`src/rtl/skinny_prng_pkg.sv`:
```
// Shared types, tap constants and the 17-step advance for the Skinny fresh-mask PRNG.
package skinny_prng_pkg;

    localparam int LFSR_W = 64;
    localparam int STEPS_PER_CLK = 17;

    localparam int TAP_0 = 63;
    localparam int TAP_1 = 62;
    localparam int TAP_2 = 60;
    localparam int TAP_3 = 59;

    // An all-zero LFSR would lock up, so a zero seed loads this instead.
    localparam logic [LFSR_W-1:0] ZERO_SEED_SUB = 64'h0000_0000_0000_0001;

    typedef enum logic [1:0] {
        ST_IDLE   = 2'd0,
        ST_WARMUP = 2'd1,
        ST_RUN    = 2'd2
    } prng_state_e;

    // x^64+x^63+x^61+x^60+1, Fibonacci form, feedback shifted in at bit 0.
    function automatic logic [LFSR_W-1:0] lfsr_step17(input logic [LFSR_W-1:0] s_in);
        logic [LFSR_W-1:0] s;
        logic              fb;
        s = s_in;
        for (int i = 0; i < STEPS_PER_CLK; i++) begin
            fb = s[TAP_0] ^ s[TAP_1] ^ s[TAP_2] ^ s[TAP_3];
            s  = {s[LFSR_W-2:0], fb};
        end
        return s;
    endfunction

endpackage

```
`src/rtl/skinny_fresh_lfsr_core.sv`:
```
// LFSR state register with seed load (zero-seed substituted) and 17-step advance.
module skinny_fresh_lfsr_core
    import skinny_prng_pkg::*;
(
    input  logic              clk,
    input  logic              rst,
    input  logic              load,
    input  logic [LFSR_W-1:0] load_val,
    input  logic              adv,
    output logic [LFSR_W-1:0] state
);

    logic [LFSR_W-1:0] lfsr_q;
    logic [LFSR_W-1:0] lfsr_d;

    // Load wins over advance so a reseed never mixes in an old-state step.
    always_comb begin
        lfsr_d = lfsr_q;
        if (load) begin
            lfsr_d = (load_val == '0) ? ZERO_SEED_SUB : load_val;
        end else if (adv) begin
            lfsr_d = lfsr_step17(lfsr_q);
        end
    end

    always_ff @(posedge clk or posedge rst) begin
        if (rst) begin
            lfsr_q <= '0;
        end else begin
            lfsr_q <= lfsr_d;
        end
    end

    assign state = lfsr_q;

endmodule

```
`src/rtl/skinny_sbox_fresh_prng.sv`:
```
// Fresh-mask source for the HPC2 Skinny S-box: seed handshake, warm-up, stall and reseed request.
module skinny_sbox_fresh_prng
    import skinny_prng_pkg::*;
#(
    parameter int FRESH_WIDTH     = 17,
    parameter int LFSR_WIDTH      = 64,
    parameter int WARMUP_CYCLES   = 8,
    parameter int RESEED_INTERVAL = 1024
) (
    input  logic                   clk,
    input  logic                   rst,
    input  logic [LFSR_WIDTH-1:0]  seed,
    input  logic                   seed_valid,
    output logic                   seed_ready,
    input  logic                   en,
    output logic [FRESH_WIDTH-1:0] Fresh,
    output logic                   fresh_valid,
    output logic                   reseed_req
);

    localparam logic [7:0]  WARM_LAST  = 8'(WARMUP_CYCLES - 1);
    localparam logic [15:0] RESEED_LIM = 16'(RESEED_INTERVAL);

    prng_state_e       state_q, state_d;
    logic [7:0]        warm_cnt_q, warm_cnt_d;
    logic [15:0]       run_cnt_q, run_cnt_d;
    logic              reseed_q, reseed_d;
    logic              load, adv, seed_fire;
    logic [LFSR_W-1:0] lfsr_state;

    function automatic logic [15:0] sat_inc(input logic [15:0] v);
        return (v >= RESEED_LIM) ? RESEED_LIM : v + 16'd1;
    endfunction

    assign seed_ready  = (state_q == ST_IDLE) || (state_q == ST_RUN);
    assign fresh_valid = (state_q == ST_RUN);
    assign reseed_req  = reseed_q;
    assign seed_fire   = seed_valid && seed_ready;

    always_comb begin
        state_d    = state_q;
        warm_cnt_d = warm_cnt_q;
        run_cnt_d  = run_cnt_q;
        reseed_d   = reseed_q;
        load       = 1'b0;
        adv        = 1'b0;
        case (state_q)
            ST_IDLE: begin
                if (seed_fire) begin
                    load       = 1'b1;
                    warm_cnt_d = '0;
                    state_d    = ST_WARMUP;
                end
            end
            ST_WARMUP: begin
                adv = 1'b1;
                if (warm_cnt_q == WARM_LAST) begin
                    warm_cnt_d = '0;
                    state_d    = ST_RUN;
                end else begin
                    warm_cnt_d = warm_cnt_q + 8'd1;
                end
            end
            ST_RUN: begin
                if (seed_fire) begin
                    load       = 1'b1;
                    warm_cnt_d = '0;
                    run_cnt_d  = '0;
                    reseed_d   = 1'b0;
                    state_d    = ST_WARMUP;
                end else if (en) begin
                    adv       = 1'b1;
                    run_cnt_d = sat_inc(run_cnt_q);
                    if (run_cnt_d == RESEED_LIM) begin
                        reseed_d = 1'b1;
                    end
                end
            end
            default: begin
                state_d = ST_IDLE;
            end
        endcase
    end

    always_ff @(posedge clk or posedge rst) begin
        if (rst) begin
            state_q    <= ST_IDLE;
            warm_cnt_q <= '0;
            run_cnt_q  <= '0;
            reseed_q   <= 1'b0;
        end else begin
            state_q    <= state_d;
            warm_cnt_q <= warm_cnt_d;
            run_cnt_q  <= run_cnt_d;
            reseed_q   <= reseed_d;
        end
    end

    skinny_fresh_lfsr_core u_core (
        .clk      (clk),
        .rst      (rst),
        .load     (load),
        .load_val (seed),
        .adv      (adv),
        .state    (lfsr_state)
    );

    // Once seeded, the state must never collapse to the lock-up value.
    always_ff @(posedge clk) begin
        if (!rst && state_q != ST_IDLE) begin
            assert (lfsr_state != '0);
        end
    end

    assign Fresh = lfsr_state[FRESH_WIDTH-1:0];

endmodule

```
`config.mk`:
```
export PLATFORM = sky130hd
export DESIGN_NAME = skinny_sbox_fresh_prng
export DESIGN_NICKNAME = d
export VERILOG_FILES = /design/src/rtl/skinny_prng_pkg.sv /design/src/rtl/skinny_fresh_lfsr_core.sv /design/src/rtl/skinny_sbox_fresh_prng.sv
export SDC_FILE = /design/constraint.sdc
export NUM_CORES = 1
export LEC_CHECK = 0
export ABC_CLOCK_PERIOD_IN_PS = 4760
export BUFFER_PORTS_ARGS = -buffer_cell sky130_fd_sc_hd__buf_2
export CORE_MARGIN = 3
export CORE_UTILIZATION = 56
export CTS_CLUSTER_DIAMETER = 80
export DETAILED_ROUTE_END_ITERATION = 10
export GPL_ROUTABILITY_DRIVEN = 0
export PLACE_DENSITY = 0.8
export SYNTH_ARGS = -nofsm -noshare
export SYNTH_HDL_FRONTEND = slang
export SYNTH_SLANG_ARGS = --single-unit
```
`constraint.sdc`:
```
create_clock -name clk -period 4.76 [get_ports clk]
set_clock_uncertainty 0.15 [all_clocks]
set_input_delay 1.428 -clock clk [delete_from_list [all_inputs] [get_ports clk]]
set_output_delay 1.428 -clock clk [all_outputs]
set_load 0.005 [all_outputs]
```
==> Yosys cells after proc, flatten, opt, wreduce, memory -nomap -nowiden <==
Cells that the tools add are included.
{ "op_classes": {"n_shift": 0, "n_bitwise": 51, "reduce_logical": 13, "n_mux": 20, "n_mul": 0, "magnitude_cmp": 1, "eq_ne": 6, "div": 0, "n_addsub": 2} }
{ "ops": {"columns": ["operator", "n"], "rows": [
  ["$mux W64", 3],
  ["$logic_not A64 Y1", 1],
  ["$xor A1 B1 Y1", 51],
  ["$mux W16", 3],
  ["$add A16 B1 Y16 const B", 1],
  ["$eq A16 B11 Y1 const B", 1],
  ["$ge A16 B11 Y1 const B", 1],
  ["$mux W8", 2],
  ["$pmux W8 S2", 1],
  ["$add A8 B1 Y8 const B", 1],
  ["$eq A8 B3 Y1 const B", 1],
  ["$reduce_bool A2 Y1", 4],
  ["$mux W1", 7],
  ["$reduce_and A2 Y1", 3],
  ["$mux W2", 2],
  ["$pmux W2 S2", 1],
  ["$reduce_and A3 Y1", 1],
  ["$eq A2 B1 Y1 const B", 1],
  ["$eq A2 B2 Y1 const B", 1],
  ["$logic_not A2 Y1", 1],
  ["$ne A2 B1 Y1 const B", 1],
  ["$ne A2 B2 Y1 const B", 1],
  ["$pmux W1 S2", 1],
  ["$reduce_or A2 Y1", 1],
  ["other kinds (2)", 2]
]} }
{ "totals": {"wordCells": 98, "regBits": 91, "inputBits": 68, "latch_bits": 0, "romBits": 0, "output_inout_bits": 20, "n_memories": 0, "mem_bits_rw": 0} }

==> Logic depth before layout (Yosys ltp) <==
Gate-level depths: netlist (run 1).
{ "logic_depth": {"depth_word": 7, "ltp_mapped": 9, "depth_no_buf": 6} }

==> By module <==
From an unflattened synthesis (run 1), not the netlist that was laid out.
{ "unflattened": {"cells_unflattened": 503, "area_unflattened_um2": 4924.7} }
{ "modules_own_cells": {"columns": ["module", "area_each_um2", "n_inst", "seq_area_each_um2", "cells_each"], "rows": [
  ["skinny_fresh_lfsr_core", 3399.5, 1, 1601.5, 342],
  ["skinny_sbox_fresh_prng", 1525.2, 1, 675.6, 161]
]} }

==> Worst setup path before layout (run 1) <==
OpenSTA, ideal clock, no wires.
{ "synth_path": {"kind": "input to register", "start": "input seed_valid", "end": "register u_core.lfsr_q[8], in the netlist u_core.state[8]", "setup_time_ns": 0.083, "required_time_ns": 4.527, "path_slack_ns": 1.761, "arrival_ns": 2.766, "path_stages": 7, "path_buffers": 3, "path_cell_list": "buf_4 and3b_1 o21ai_0 buf_2 buf_2 mux2_2 o21ai_0"} }
{ "synth_between": {"elab_chain_cells": 4, "word_cells_on_any_way": 7, "cone_classes": "mux (5); reduce/logical (2)"} }
{ "synth_rtl": {"columns": ["element", "line", "source"], "rows": [
  ["from (decl)", "skinny_sbox_fresh_prng.sv:13", "input logic seed_valid,"],
  ["$logic_and A1 B1 Y1 *", "skinny_sbox_fresh_prng.sv:38", "assign seed_fire = seed_valid && seed_ready;"],
  ["$mux W1, on equally long branches", "skinny_sbox_fresh_prng.sv:65, skinny_sbox_fresh_prng.sv:49", null],
  ["$pmux W1 S2 or $mux W1 (tied branches)", null, null],
  ["$reduce_bool A2 Y1 (no line) or $mux W64 (tied branches)", null, null],
  ["to (signal assigned)", "skinny_fresh_lfsr_core.sv:30", "lfsr_q <= lfsr_d;"],
  ["to (decl)", "skinny_fresh_lfsr_core.sv:13", "logic [LFSR_W-1:0] lfsr_q;"]
]} }
Mark *: on every way between the ends. The rest lies on a longest branch, timed or not.
A chain may end at the register's enable or synchronous reset.

==> Worst setup path in the final report (run 1) <==
{ "layout_path": {"start": "input seed_valid", "end": "register u_core.lfsr_q[57], in the netlist u_core.state[57]"} }
Same word-level chain as after synthesis.

==> results of run 1 <==
-- worst reg2reg max path: cells and delay by family (launching register included) --
| kind | cells | cell delay [ps] |
|---|---|---|
| buffers and inverters | 2 | 460 |
| adders and majority gates | 1 | 330 |
| DFF | 1 | 400 |
| AOI/OAI and AO/OA | 2 | 860 |
| muxes | 1 | 260 |
| and+or+nand+nor | 1 | 280 |
-- layout by cell type (no fill, tap or decap), drive strengths merged, types with 2 or more instances in the layout --
| master | n |
|---|---|
| a21o | 4 |
| a21oi | 6 |
| a22o | 6 |
| a22oi | 2 |
| a31oi | 3 |
| and2 | 6 |
| and3 | 2 |
| buf | 98 |
| clkbuf | 11 |
| clkinv | 4 |
| clkinvlp | 2 |
| dfrtp | 91 |
| ha | 6 |
| inv | 11 |
| mux2 | 5 |
| mux2i | 60 |
| nand2 | 75 |
| nand3 | 6 |
| nand3b | 2 |
| nand4 | 6 |
| nor2 | 9 |
| nor2b | 2 |
| nor3 | 2 |
| nor3b | 2 |
| nor4 | 18 |
| o21a | 3 |
| o21ai | 81 |
| or3 | 4 |
| or4 | 4 |
| xnor2 | 34 |
| xor2 | 8 |
-- routing by layer --
metal	share of wire, %	GRT usage, %	vias up
met1	45	35.1	1979
met2	48	40.4	137
met5	0	0	-
li1	-	-	1906
met3	5.7	3.68	17
met4	1.8	7.98	0
-- logic make-up after synthesis --
family / after synthesis / synth area share (%)
buf+inv: 55 / 5.84
xor+xnor: 42 / 7.37
fa+ha+maj: 6 / 1.50
mux: 65 / 13.2
flops: 91 / 45.6
compound gates: 112 / 12.7
simple gates: 140 / 13.8
-- state kept, by name, summed over array words and instances (netlist names) --
signal and count:
state_q 2, warm_cnt_q 8, u_core.state 64, run_cnt_q 16, reseed_req 1
-- power by group --
part / internal [W] / switching, W
clock network: 0.000219 / 0.000281
logic: 0.000865 / 0.000943
registers: 0.00107 / 0.000305
-- final timing paths --
kind / startpoint / endpoint / slack, ps / cells after the start
min: run_cnt_q[9] / run_cnt_q[9] / 340 / 1
min in group asynchronous: rst / run_cnt_q[9] / 860 / 2
max reg2reg: state_q[0] / u_core.state[57] / 1880 / 7
min reg2reg: run_cnt_q[9] / run_cnt_q[9] / 340 / 1
max: seed_valid / u_core.state[57] / 1490 / 6
max in group asynchronous: rst / u_core.state[18] / 2810 / 3
-- through the flow --
step / hold slack, ps / cells / worst slack (ps)
after CTS: 343 / 687 / 1530
final: 343 / 687 / 1490
after global routing: 388 / 687 / 1390
after detailed placement: 328 / 671 / 1150
after global placement: 310 / 671 / 1260
after floorplan: 291 / 511 / 818
-- final cells by class --
type	instances	area, um2
clock buffer	11	151
clock inverter	5	37.5
fill	678	2820
inverter	12	46.3
multi-input combinational	365	2440
sequential	91	2280
tap	105	131
timing repair buffer	98	518
-- cells in the mapped netlist, drive strengths merged, types with 8 or more instances --
cell and instances:
nor2 9, xnor2 34, buf 27, inv 12, mux2i 60, dfrtp 91, clkbuf 16, nand2 75
o21ai 81, xor2 8, nor4 18
==> metrics.csv, run 1 <==
metric,value,unit
rows,33,
grtUsageTotal,25.1,%
syn_avg_cell_area,9.77,um2
hold_viol,0,
syn-num-nets,585,
synthFlopType,dfrtp_1,
rsz0062_at_grt,false,
dieArea,0.0101,mm2
setup_viol,0,
drive_gt1_share,22.2,%
critPathCaptureType,flop,
period_minus_slack,3270,ps
fin_util,66.5,%
synth_top_area_share,45.6,%
routed_wl,12200,um
crit_arrival,3320,ps
finish.net_count,651,
status,"complete, no violations",
cts_tree,built,
drt_iter0_markers,177,
cts-buffers-inserted,9,
core,0.00842,mm2
maxSlewViolCount,0,
hold_class,reg -> reg,
cts_buffer_depth,2,
synthesis.area,0.00499,mm2
portBuffers,87,
synth.yosys.seq_area_share,45.6,%
ys_async_sr_fraction,100,%
ys_ff_latch,91,
grt_max_degree,91,
start_util,59.3,%
cp-start-kind,input port,
crit_path_max_fanout,26,
vias,4039,
fmax,0.306,GHz
placed_area,0.00542,mm2
cts_resized,0,
clkSinkCount,91,
firstDrtPassIters,5,
drc,0,
fin_area,0.00560,mm2
p_leak,2.80,nW
cpPeakStageDelay,740,ps
clk-insertion-delay-late,360,ps
clk_pin_slew,90,ps
die_w,100,um
synthCells,511,
hpwl,9330,um
power_density,658,mW/mm2
grt_pass1_wl,19700,um
yosysUniqueCellTypes,47,
worst_pin_slew,956,ps
ant_nets,0,
hold_buffers,0,
peakVddDrop,0.413,mV
maxCapViolCount,0,
cp_slowest_cell,o21ai_4,
slew_headroom,36.0,%
die_h,100,um
antennaDiodeCount,0,
power,0.00369,W
post_cts_buffers,0,
yosysTopAreaCell,dfrtp_1,
synth_edf_count,0,
yosys_warnings,0,
cp_top_family,compound AO/OA/AOI/OAI gates,
wire_per_inst,17.7,um
path_class,in -> reg,
viasPerCell,5.88,
cts_root_buf,clkbuf_8,
setup_tns,0,ps
synthTopCellsByArea,"dfrtp_1 (46%), mux2i_1 (12%), o21ai_0 (8.0%), xnor2_1 (6.0%), nand2_1 (5.6%)",
num_io_pins,88,
grt_pass1_vias,3945,
area.growth.synth_to_final,12.3,%
overflow,0,
cp.buffers_inverters,2,
finalCritPeriodShare,68.6,%
antenna_found_initial,0,
htreeDepth,3,
crit_chain,"buf_2, and3b_1, o21ai_4, buf_4, mux2i_1, o21ai_0",
critPathRequiredTime,4810,ps
(Power assumes the default switching activity.)
==> run 2, diff against run 1 <==
--- a/config.mk
+++ b/config.mk
@@ -5,14 +5,14 @@
 export SDC_FILE = /design/constraint.sdc
 export NUM_CORES = 1
 export LEC_CHECK = 0
-export ABC_CLOCK_PERIOD_IN_PS = 4760
+export ABC_CLOCK_PERIOD_IN_PS = 2800
 export BUFFER_PORTS_ARGS = -buffer_cell sky130_fd_sc_hd__buf_2
 export CORE_MARGIN = 3
-export CORE_UTILIZATION = 56
+export CORE_UTILIZATION = 51
 export CTS_CLUSTER_DIAMETER = 80
 export DETAILED_ROUTE_END_ITERATION = 10
 export GPL_ROUTABILITY_DRIVEN = 0
-export PLACE_DENSITY = 0.8
+export PLACE_DENSITY = 0.77
 export SYNTH_ARGS = -nofsm -noshare
 export SYNTH_HDL_FRONTEND = slang
 export SYNTH_SLANG_ARGS = --single-unit
==> constraint.sdc (replaced) <==
create_clock -name clk -period 2.8 [get_ports clk]
set_clock_uncertainty 0.15 [all_clocks]
set_input_delay 0.84 -clock clk [delete_from_list [all_inputs] [get_ports clk]]
set_output_delay 0.84 -clock clk [all_outputs]
set_load 0.005 [all_outputs]
==> metrics.csv, run 2 (synthesis results as in run 1) <==
metric,value,unit
status,"complete, no violations",
final_common_cell,dfrtp_1,
finalCritPeriodShare,91.7,%
drive_gt1_share,22.6,%
drt_iter0_markers,190,
period_minus_slack,2570,ps
dp_slack,96.3,ps
vias,4009,
routed_wl,12200,um
cp-start-kind,flop,
firstDrtPassIters,4,
netSwitchingFraction,40.6,%
start_util,53.3,%
met1_length,5410,um
peakVddDrop,0.715,mV
antennaDiodeCount,0,
num_io_pins,88,
grt_max_degree,65,
die_w,105,um
slew_headroom,55.1,%
hold_viol,0,
pwr-share-comb,49.0,%
routed.top_layer,met4,
worst_pin_slew,667,ps
overflow,0,
cell_internal_pwr,0.00376,W
ant_nets,0,
switching_power,0.00257,W
grtUsageTotal,22.6,%
clockPowerShare,14.2,%
critPathCaptureType,output port,
rows,35,
cts_root_buf,clkbuf_8,
p_leak,2.84,nW
final_cell_mix,"dfrtp_1 (91), buf_2 (87), o21ai_0 (79)",
wl_met2,5770,um
cts-buffers-inserted,9,
clk-insertion-delay-late,360,ps
finish.net_count,654,
dieArea,0.0110,mm2
drc,0,
area.growth.synth_to_final,14.6,%
die_h,105,um
maxCapViolCount,0,
portBuffers,87,
rsz0062_at_grt,false,
maxSlewViolCount,0,
post_cts_buffers,0,
wl_met3,800,um
path_class,reg -> out,
cts_tree,built,
viasPerCell,5.61,
crit_arrival,1580,ps
cts_resized,0,
clkSinkCount,91,
hold_buffers,0,
setup_viol,0,
fin_util,61.0,%
grt_pass1_vias,3944,
hold_class,reg -> reg,
grt_pass1_wl,19700,um
clk_pin_slew,90,ps
timing.final.ws_setup,232,ps
wire_per_inst,17.0,um
core,0.00937,mm2
largest_reg_flops,64,
setup_tns,0,ps
power_density,1110,mW/mm2
critPathRequiredTime,1810,ps
fin_hold_ws,346,ps
p_seq_share,36.8,%
crit_path_max_fanout,11,
htreeDepth,3,
fillers,821,
fmax,0.389,GHz
hpwl,9400,um
antenna_found_initial,0,
cts_buffer_depth,2,
[run 2: area by class of cell]
type                       count  area [um2]  share of cell area (%)
sequential                    91        2280                    39.8
tap                          129         161                    2.82
multi-input combinational    365        2440                    42.7
clock inverter                 7        75.1                    1.31
inverter                      12        48.8                   0.853
clock buffer                   9         124                    2.17
timing repair buffer         101         591                    10.3
[run 2: power by group through the flow]
stage	sequential (W)	combinational, W	clock [W]
after CTS	0.00233	0.00312	0.000919
after detailed placement	0.00235	0.00312	0
final	0.00233	0.00310	0.000898
after global routing	0.00239	0.00346	0.000970
after global placement	0.00233	0.00300	0
after floorplan	0.00214	0.00252	0
[run 2: through the flow]
step | power, W | cell area [um2] | cells
final | 0.00634 | 5720 | 714
after global routing | 0.00682 | 5720 | 714
after CTS | 0.00637 | 5720 | 714
after detailed placement | 0.00547 | 5520 | 698
after global placement | 0.00533 | 5520 | 698
after floorplan | 0.00467 | 5000 | 511
[run 2: worst paths after layout]
check                         startpoint                to  slack (ps)  cells past startpoint
max in group asynchronous            rst      run_cnt_q[7]        1790                      3
setup reg to reg              state_q[0]  u_core.state[44]         500                      8
hold / removal             run_cnt_q[10]     run_cnt_q[10]         350                      2
hold reg to reg            run_cnt_q[10]     run_cnt_q[10]         350                      2
setup / recovery              state_q[0]        seed_ready         230                      5
min in group asynchronous            rst  u_core.state[48]         420                      3
[run 2: critical path, stage by stage, from the launching register on]
cell and delay (ps):
dfrtp_1 380, inv_1 70, ha_1 330, nor2_1 240
inv_1 60, buf_2 130
[run 2: layer usage]
layer	up-vias	track usage, %
met1	1946	30.7
met5	-	0
li1	1915	-
met3	12	6.24
met2	136	35.9
met4	0	6.19
